**src/rtl/aq_spsram_64x88_ctrl.sv**
```systemverilog
// Single-port SRAM controller: clears all entries after reset, then round-robins write/read requests onto one port.
// Latency: a write goes to the SRAM pins in its accept cycle; read data is valid 2 cycles after the read is accepted.
// Backpressure: both rdy are low during the clear sweep; a tie goes to the port not granted last; read data cannot be stalled.
module aq_spsram_64x88_ctrl #(
    parameter int ADDR_WIDTH = 6,
    parameter int DATA_WIDTH = 88
) (
    input  logic                  forever_cpuclk,
    input  logic                  cpurst_b,
    input  logic                  init_req,
    input  logic                  wr_req_vld,
    output logic                  wr_req_rdy,
    input  logic [ADDR_WIDTH-1:0] wr_addr,
    input  logic [DATA_WIDTH-1:0] wr_data,
    input  logic [1:0]            wr_half_en,
    input  logic                  rd_req_vld,
    output logic                  rd_req_rdy,
    input  logic [ADDR_WIDTH-1:0] rd_addr,
    output logic                  rd_data_vld,
    output logic [DATA_WIDTH-1:0] rd_data,
    output logic                  init_done,
    output logic [ADDR_WIDTH-1:0] sram_a,
    output logic                  sram_cen,
    output logic                  sram_gwen,
    output logic [DATA_WIDTH-1:0] sram_wen,
    output logic [DATA_WIDTH-1:0] sram_d,
    input  logic [DATA_WIDTH-1:0] sram_q
);

    localparam int HALF = DATA_WIDTH / 2;

    typedef enum logic { ST_INIT = 1'b0, ST_RUN = 1'b1 } state_t;
    typedef enum logic { GNT_RD = 1'b0, GNT_WR = 1'b1 } grant_t;

    state_t                state_q;
    state_t                state_d;
    logic [ADDR_WIDTH-1:0] init_cnt_q;
    logic [ADDR_WIDTH-1:0] init_cnt_d;
    grant_t                last_grant_q;
    logic                  rd_pend_q;
    logic                  rd_data_vld_q;
    logic [DATA_WIDTH-1:0] rd_data_q;
    logic                  in_run;
    logic                  wr_fire;
    logic                  rd_fire;

    assign in_run    = (state_q == ST_RUN);
    assign init_done = in_run;

    // Ready never looks at the port's own valid, only at the competitor and the last grant.
    assign wr_req_rdy = in_run && (!rd_req_vld || (last_grant_q == GNT_RD));
    assign rd_req_rdy = in_run && (!wr_req_vld || (last_grant_q == GNT_WR));

    // The two rdy terms are mutually exclusive when both vld are high, so at most one fires.
    assign wr_fire = wr_req_vld && wr_req_rdy;
    assign rd_fire = rd_req_vld && rd_req_rdy;

    // Next state: sweep the counter through every entry, return to the sweep on init_req from RUN.
    always_comb begin
        state_d    = state_q;
        init_cnt_d = init_cnt_q;
        case (state_q)
            ST_INIT: begin
                init_cnt_d = init_cnt_q + ADDR_WIDTH'(1);
                if (init_cnt_q == {ADDR_WIDTH{1'b1}}) begin
                    state_d = ST_RUN;
                end
            end
            ST_RUN: begin
                if (init_req) begin
                    state_d    = ST_INIT;
                    init_cnt_d = '0;
                end
            end
            default: begin
                state_d    = ST_INIT;
                init_cnt_d = '0;
            end
        endcase
    end

    // State and sweep counter registers.
    always_ff @(posedge forever_cpuclk or negedge cpurst_b) begin
        if (!cpurst_b) begin
            state_q    <= ST_INIT;
            init_cnt_q <= '0;
        end else begin
            state_q    <= state_d;
            init_cnt_q <= init_cnt_d;
        end
    end

    // Remember which port won last so the next tie goes the other way.
    always_ff @(posedge forever_cpuclk or negedge cpurst_b) begin
        if (!cpurst_b) begin
            last_grant_q <= GNT_RD;
        end else if (wr_fire) begin
            last_grant_q <= GNT_WR;
        end else if (rd_fire) begin
            last_grant_q <= GNT_RD;
        end
    end

    // SRAM pin drive: idle while held in reset, clear-write during the sweep, else the firing request.
    always_comb begin
        sram_cen  = 1'b1;
        sram_gwen = 1'b1;
        sram_wen  = '1;
        sram_a    = '0;
        sram_d    = '0;
        if (!cpurst_b) begin
            sram_cen = 1'b1;
        end else if (state_q == ST_INIT) begin
            sram_cen  = 1'b0;
            sram_gwen = 1'b0;
            sram_wen  = '0;
            sram_a    = init_cnt_q;
        end else if (wr_fire) begin
            sram_cen             = 1'b0;
            sram_gwen            = 1'b0;
            sram_a               = wr_addr;
            sram_d               = wr_data;
            sram_wen[HALF-1:0]   = {HALF{~wr_half_en[0]}};
            sram_wen[DATA_WIDTH-1:HALF] = {(DATA_WIDTH-HALF){~wr_half_en[1]}};
        end else if (rd_fire) begin
            sram_cen = 1'b0;
            sram_a   = rd_addr;
        end
    end

    // Read return pipe: one cycle for the SRAM access, one for the capture register; keeps running through a re-sweep.
    always_ff @(posedge forever_cpuclk or negedge cpurst_b) begin
        if (!cpurst_b) begin
            rd_pend_q     <= 1'b0;
            rd_data_vld_q <= 1'b0;
            rd_data_q     <= '0;
        end else begin
            rd_pend_q     <= rd_fire;
            rd_data_vld_q <= rd_pend_q;
            if (rd_pend_q) begin
                rd_data_q <= sram_q;
            end
        end
    end

    assign rd_data_vld = rd_data_vld_q;
    assign rd_data     = rd_data_q;

endmodule

```
**config.mk**
```make
export PLATFORM = sky130hd
export DESIGN_NAME = aq_spsram_64x88_ctrl
export DESIGN_NICKNAME = d
export VERILOG_FILES = /design/src/rtl/aq_spsram_64x88_ctrl.sv
export SDC_FILE = /design/constraint.sdc
export NUM_CORES = 1
export LEC_CHECK = 0
export ABC_AREA = 1
export CORE_AREA = 2 2 181 183
export CTS_CLUSTER_DIAMETER = 30
export DETAILED_ROUTE_END_ITERATION = 8
export DIE_AREA = 0 0 183 185
export PLACE_DENSITY = 0.6
export SYNTH_ARGS = -nofsm -noshare
export SYNTH_HDL_FRONTEND = slang
export SYNTH_SLANG_ARGS = --single-unit
```
**constraint.sdc**
```tcl
create_clock -name forever_cpuclk -period 5.18 [get_ports forever_cpuclk]
set_input_delay 1.036 -clock forever_cpuclk [delete_from_list [all_inputs] [get_ports forever_cpuclk]]
set_output_delay 1.036 -clock forever_cpuclk [all_outputs]
set_load 0.02 [all_outputs]
```
==> out/qor.yml, run 1 <==
detailed_routing:
  drcViolationCount: 0
  via_per_inst: 3.59
  routedWlPerCell_um: 14.4
  ant_nets: 0
  drt-pass1-iter-count: 4
  drt-total-wl_mm: 19.5
  dr.first_iter.drc_count: 150
  vias: 4838
timing:
  finClkSkew_ps: 10.8
  setup_viol: 0
  rsz0062_at_grt: "no"
  drv_slew: 0
  period_share: 0.843
  period_needed_ps: 4360
  slew_headroom: 0.355
  finalHoldViolCount: 0
  fmax_ghz: 0.229
  finalSetupTns_ps: 0
  tightest_slew_ps: 967
global_route:
  antenna_found_initial: 0
  grt_pass1_wl_mm: 26.9
  grt_pass1_vias: 4619
  grtUsageTotal: 0.103
  grt_max_degree: 89
  grt_overflow: 0
clock_network:
  cts_resized: 0
  cts_setup_buffers: 0
  hold_buffers: 0
  cts_tree: "built"
  htree_num_levels: 3
  root_buffer: "clkbuf_16"
  clock_latency_ps: 350
  cts_buffers: 9
  cts.clk_slew.worst_paths_ps: 70
  cts.sinks: 98
  clockBufferDepth: 2
outcome:
  status: "finished clean"
final_layout:
  fin_nets: 1131
  finish.utilization: 0.316
  antennaDiodeCount: 0
  drive_gt1_frac: 0.133
  fillerInstances: 3282
  area_delta_synth_final_pct: 91.2
floorplanning:
  start_util: 0.165
  ioPinCount: 471
  core-area_um2: 32000
  dieArea_um2: 33900
  die_w_um: 183
  fp-row-count: 66
  die-height_um: 185
pwr:
  power_leakage_nw: 4.43
  ir_drop_mv: 0.227
  power_density_nw_per_um2: 451
synth:
  ys_seq_area_frac: 0.463
  ys_types: 22
  synth_nets: 753
  netlist_area_um2: 5290
  ys_ff_latch: 98
  synth_cells: 557
  yosysWarningCount: 0
  avgSynthCellArea_um2: 9.50
run:
  max_cap_violations: 0
setup_path:
  cp_common_cell: "clkdlybuf4s50_1"
  crit_family: "buffers and inverters"
  worstPathArrival_ps: 3330
  criticalPathCategory: "input port to output pin"
  path_cells: "clkdlybuf4s50_1 -> nand3_1 -> a21oi_1 -> o21ai_2 -> buf_4 -> clkdlybuf4s50_1"
  slowest_stage: "clkdlybuf4s50_1"
  cpPeakStageDelay_ps: 680
  endpoint_kind: "output pin"
  cp_data_required_time_ps: 4140
  crit_buf_inv: 3
  cp-start-kind: "input port"
  cp_max_fo: 44
worst_hold_path:
  hp-class: "register to register"
place:
  portBuffers: 470
  place_congestion: 0.713
  dpl.hpwl_mm: 15.3
registers in the layout (all words and copies together) (netlist names):
| name | cells |
|---|---|
| rd_data_vld | 1 |
| init_done | 1 |
| rd_pend_q | 1 |
| init_cnt_q | 6 |
| rd_data | 88 |
| last_grant_q | 1 |
per-layer routing:
metal / global-route usage / vias up / wire, um / share of wire
met5: 0 / - / 0 / 0
met4: 0.0253 / 0 / 190 / 0.0098
met3: 0.0271 / 15 / 1420 / 0.073
met2: 0.168 / 229 / 9460 / 0.49
met1: 0.136 / 2222 / 8400 / 0.43
li1: - / 2372 / - / -
power by group:
group | switching [mW] | total (mW) | internal (mW)
Combinational | 1.20 | 2.51 | 1.31
Clock | 0.347 | 0.737 | 0.390
Sequential | 0.193 | 1.32 | 1.12
per-stage QoR:
step	power [mW]	std cells	setup WS (ps)	cell area [um^2]	hold WS [ps]
final	4.56	1348	816	10100	508
after CTS	4.64	1348	836	10100	511
after global placement	3.84	1332	869	9800	488
after global routing	4.82	1348	681	10100	519
after detailed placement	3.87	1332	849	9800	494
after floorplan	2.74	557	1030	5290	349
path summary, 6_finish.rpt:
| kind | from | endpoint | slack, ps | cells past startpoint |
|---|---|---|---|---|
| min in group asynchronous | cpurst_b | rd_data[78]$_DFFE_PN0P_ | 630 | 1 |
| worst max-delay path | wr_req_vld | sram_wen[39] | 820 | 6 |
| worst min-delay path | rd_data[61]$_DFFE_PN0P_ | rd_data[61]$_DFFE_PN0P_ | 510 | 1 |
| worst max register to register | rd_pend_q$_DFF_PN0_ | rd_data[35]$_DFFE_PN0P_ | 3150 | 2 |
| worst min register to register | rd_data[61]$_DFFE_PN0P_ | rd_data[61]$_DFFE_PN0P_ | 510 | 1 |
| max in group asynchronous | cpurst_b | rd_data_vld$_DFF_PN0_ | 3240 | 2 |
synthesized netlist by cell type:
| cell | count | area [um^2] |
|---|---|---|
| a21oi_1 | 4 | 20.0 |
| a22oi_1 | 1 | 7.51 |
| inv_2 | 1 | 3.75 |
| ha_1 | 1 | 12.5 |
| nand4_1 | 7 | 43.8 |
| nand3_2 | 1 | 10.0 |
| nand3_1 | 5 | 25.0 |
| dfrtp_1 | 98 | 2450 |
| buf_4 | 89 | 668 |
| a22o_1 | 1 | 8.76 |
| nand2_1 | 23 | 86.3 |
| mux2_2 | 88 | 991 |
| buf_6 | 2 | 22.5 |
| nor2_2 | 9 | 56.3 |
| o21ai_0 | 7 | 35.0 |
| nor2_1 | 98 | 368 |
| buf_2 | 10 | 50.1 |
| inv_1 | 102 | 383 |
| o22ai_1 | 1 | 6.26 |
| clkbuf_1 | 7 | 26.3 |
| a21oi_2 | 1 | 8.76 |
| a31oi_1 | 1 | 6.26 |
logic make-up (layout without fill, tap and decap cells):
logic type | count (synthesis) | count (layout) | share of synthesized area
flip-flops | 98 | 98 | 0.463
AND/OR/NAND/NOR | 143 | 143 | 0.111
AO/OA/AOI/OAI | 16 | 16 | 0.0175
buffers and inverters | 211 | 594 | 0.218
adder cells (fa/ha/maj) | 1 | 1 | 0.00236
multiplexers | 88 | 88 | 0.187
area by class of cell:
class	count	area, um^2	area share
Timing Repair Buffer	475	4750	0.470
Sequential cell	98	2460	0.243
Multi-Input combinational cell	248	1690	0.167
Tap cell	408	510	0.0505
Inverter	103	387	0.0382
Clock buffer	9	225	0.0223
Clock inverter	7	95.1	0.00940
layout by cell type (no fill, tap or decap), types with 5 or more instances in the layout:
| master | count |
|---|---|
| o21ai_0 | 5 |
| inv_1 | 102 |
| clkdlybuf4s50_1 | 469 |
| mux2_2 | 88 |
| buf_4 | 5 |
| nand2_1 | 23 |
| dfrtp_1 | 97 |
| nand3_1 | 5 |
| nand4_1 | 7 |
| clkbuf_16 | 9 |
| nor2_2 | 9 |
| nor2_1 | 98 |
worst register-to-register path, delay by kind of cell, from the launching register on:
kind	cells	cell delay, ps
mux	1	440
buf+inv	1	720
flops	1	750
(Power assumes the default switching activity.)
==> inputs of run 2 (changes only) <==
CORE_AREA = 2 2 185 187   (was 2 2 181 183)
DIE_AREA = 0 0 187 189   (was 0 0 183 185)
clock period = 3.98 ns   (was 5.18 ns; I/O delays follow)
==> run 2 against run 1 <==
Effect of this change: utilization shrank 0.96 points; count of clock-buffer cells in the layout is the same; clock power grew 21%; sequential power grew 32%; combinational power grew 30%; final cell count grew 3.3%; final area grew 0.70%; worst hold slack lost 240 ps; die area grew 4.4%; non-clock buffer count grew 5; sequential share of layout area shrank 0.17 points; global-route usage grew 0.32 points; critical path type unchanged; highest routed layer unchanged.
==> out/qor.yml, run 2 (same netlist as run 1, synthesis figures left out) <==
outcome:
  status: "finished clean"  # unchanged
clock_network:
  clock_latency_ps: 350  # about the same
  cts_buffers: 9  # unchanged
  cts.clk_slew.worst_paths_ps: 80  # was 70 ps
  cts_resized: 0  # unchanged
  cts_setup_buffers: 0  # unchanged
  root_buffer: "clkbuf_16"  # unchanged
  cts_tree: "built"  # unchanged
  htree_num_levels: 3  # unchanged
  clockBufferDepth: 2  # unchanged
  hold_buffers: 0  # unchanged
  cts.sinks: 98  # unchanged
place:
  placed_area_um2: 9880  # was 9800 um^2
  place_congestion: 0.791  # was 0.713
  post-place-ws_ps: 295  # was 849 ps
  portBuffers: 470  # unchanged
  dpl.hpwl_mm: 15.6  # was 15.3 mm
global_route:
  grt_max_degree: 89  # unchanged
  grt_util_met1: 0.134  # was 0.136
  grt_overflow: 0  # unchanged
  grt_pass1_vias: 5089  # was 4619
  antenna_found_initial: 0  # unchanged
  use_met3: 0.0256  # was 0.0271
  grt_busiest_layer: "met2"  # unchanged
  grt_pass1_wl_mm: 29.2  # was 26.9 mm
  use_met2: 0.179  # was 0.168
  grtUsageTotal: 0.106  # was 0.103
setup_path:
  worstPathArrival_ps: 2890  # was 3330 ps
  crit_family: "buffers and inverters"  # unchanged
  slowest_stage: "clkdlybuf4s50_1"  # unchanged
  path_cells: "clkdlybuf4s50_1 -> nand2_1 -> nand3_1 -> a21oi_1 -> buf_4 -> o21ai_2 -> buf_4 -> clkdlybuf4s50_1"  # was clkdlybuf4s50_1 -> nand3_1 -> a21oi_1 -> o21ai_2 -> buf_4 -> clkdlybuf4s50_1
  endpoint_kind: "output pin"  # unchanged
  critical_path_depth: 8  # was 6
  criticalPathCategory: "input port to output pin"  # unchanged
  r2r_start: "rd_pend_q$_DFF_PN0_"  # unchanged
  cp_max_fo: 44  # unchanged
  timing.rr.end: "rd_data[33]$_DFFE_PN0P_"  # was rd_data[35]$_DFFE_PN0P_
  rrSetupSlack_ps: 1940  # was 3150 ps
  rr_worst_depth: 2  # unchanged
  cp_data_required_time_ps: 3180  # was 4140 ps
  startpoint: "rd_req_vld"  # was wr_req_vld
  cpPeakStageDelay_ps: 680  # about the same
  cp-endpoint: "sram_wen[1]"  # was sram_wen[39]
  crit_buf_inv: 4  # was 3
  cp-start-kind: "input port"  # unchanged
detailed_routing:
  drt-pass1-iter-count: 4  # unchanged
  ant_nets: 0  # unchanged
  drcViolationCount: 0  # unchanged
  vias: 4934  # was 4838
  dr.first_iter.drc_count: 134  # was 150
  via_per_inst: 3.54  # was 3.59
  routedWlPerCell_um: 14.0  # was 14.4 um
  drt-total-wl_mm: 19.5  # about the same
final_layout:
  antennaDiodeCount: 0  # unchanged
  fin_area_um2: 10200  # was 10100 um^2
  final_common_cell: "clkdlybuf4s50_1"  # unchanged
  largest_reg_flops: 88  # unchanged
  final_cell_mix: "clkdlybuf4s50_1 (468), inv_1 (102), nor2_1 (98), dfrtp_1 (97), mux2_2 (88)"  # was clkdlybuf4s50_1 (469), inv_1 (102), nor2_1 (98), dfrtp_1 (97), mux2_2 (88)
  area_delta_synth_final_pct: 92.6  # was 91.2%
  drive_gt1_frac: 0.139  # was 0.133
  fin_nets: 1136  # was 1131
timing:
  drv_slew: 0  # unchanged
  hold_slack_ps: 272  # was 508 ps
  rsz0062_at_grt: "no"  # unchanged
  fmax_ghz: 0.272
  finClkSkew_ps: 9.37  # was 10.8 ps
  finalHoldViolCount: 0  # unchanged
  period_needed_ps: 3680
  period_share: 0.925
  tightest_slew_ps: 1030  # was 967 ps
  setup_viol: 0  # unchanged
  fin_ws_ps: 298  # was 816 ps
  slew_headroom: 0.311  # was 0.355
pwr:
  power_leakage_nw: 4.45  # was 4.43 nW
  ir_drop_mv: 0.331  # was 0.227 mV
  power_density_nw_per_um2: 578  # was 451 nW/um^2
floorplanning:
  dieArea_um2: 35300  # was 33900 um^2
  die_w_um: 187  # was 183 um
  start_util: 0.159  # was 0.165
  die-height_um: 189  # was 185 um
  ioPinCount: 471  # unchanged
  fp-row-count: 67  # was 66
  core-area_um2: 33300  # was 32000 um^2
worst_hold_path:
  hp-class: "input port to asynchronous set/reset pin"  # was register to register
run:
  max_cap_violations: 0  # unchanged
-- run 2: power breakdown --
part           internal [mW]  total (mW)  switching [mW]
Clock                  0.448       0.889           0.442
Sequential              1.46        1.74           0.277
Combinational           1.72        3.27            1.55
Total                   3.63        5.89            2.27
-- run 2: final cells by class --
| class | instances | area, um^2 |
|---|---|---|
| Fill cell | 3488 | 23100 |
| Timing Repair Buffer | 480 | 4790 |
| Sequential cell | 98 | 2460 |
| Multi-Input combinational cell | 248 | 1690 |
| Tap cell | 448 | 561 |
| Inverter | 103 | 387 |
| Clock buffer | 9 | 225 |
| Clock inverter | 7 | 81.3 |
-- run 2: worst min path at each step --
stage                            start                       end  depth (start not counted)
2_1_floorplan      rd_pend_q$_DFF_PN0_     rd_data_vld$_DFF_PN0_                          0
3_3_place_gp   rd_data[33]$_DFFE_PN0P_   rd_data[33]$_DFFE_PN0P_                          1
3_5_place_dp   rd_data[55]$_DFFE_PN0P_   rd_data[55]$_DFFE_PN0P_                          1
4_1_cts                       cpurst_b       rd_pend_q$_DFF_PN0_                          1
5_1_grt                       cpurst_b       rd_pend_q$_DFF_PN0_                          1
6_report                      cpurst_b  last_grant_q$_DFFE_PN0P_                          1
-- run 2: per-stage QoR --
stage          setup TNS [ps]   util  instances  power, mW
2_1_floorplan          -65490      -        557       3.59
3_3_place_gp                0  0.297       1377       5.03
3_5_place_dp                0  0.297       1377       5.06
4_1_cts                     0  0.306       1393       6.00
5_1_grt                     0  0.306       1393       6.25
6_report                    0  0.306       1393       5.89
-- run 2: routing by layer --
| metal | routed length [um] | part of all wire | up-vias |
|---|---|---|---|
| met3 | 1280 | 0.065 | 21 |
| li1 | - | - | 2384 |
| met5 | 0 | 0 | - |
| met2 | 9510 | 0.49 | 249 |
| met4 | 342 | 0.018 | 0 |
| met1 | 8390 | 0.43 | 2280 |
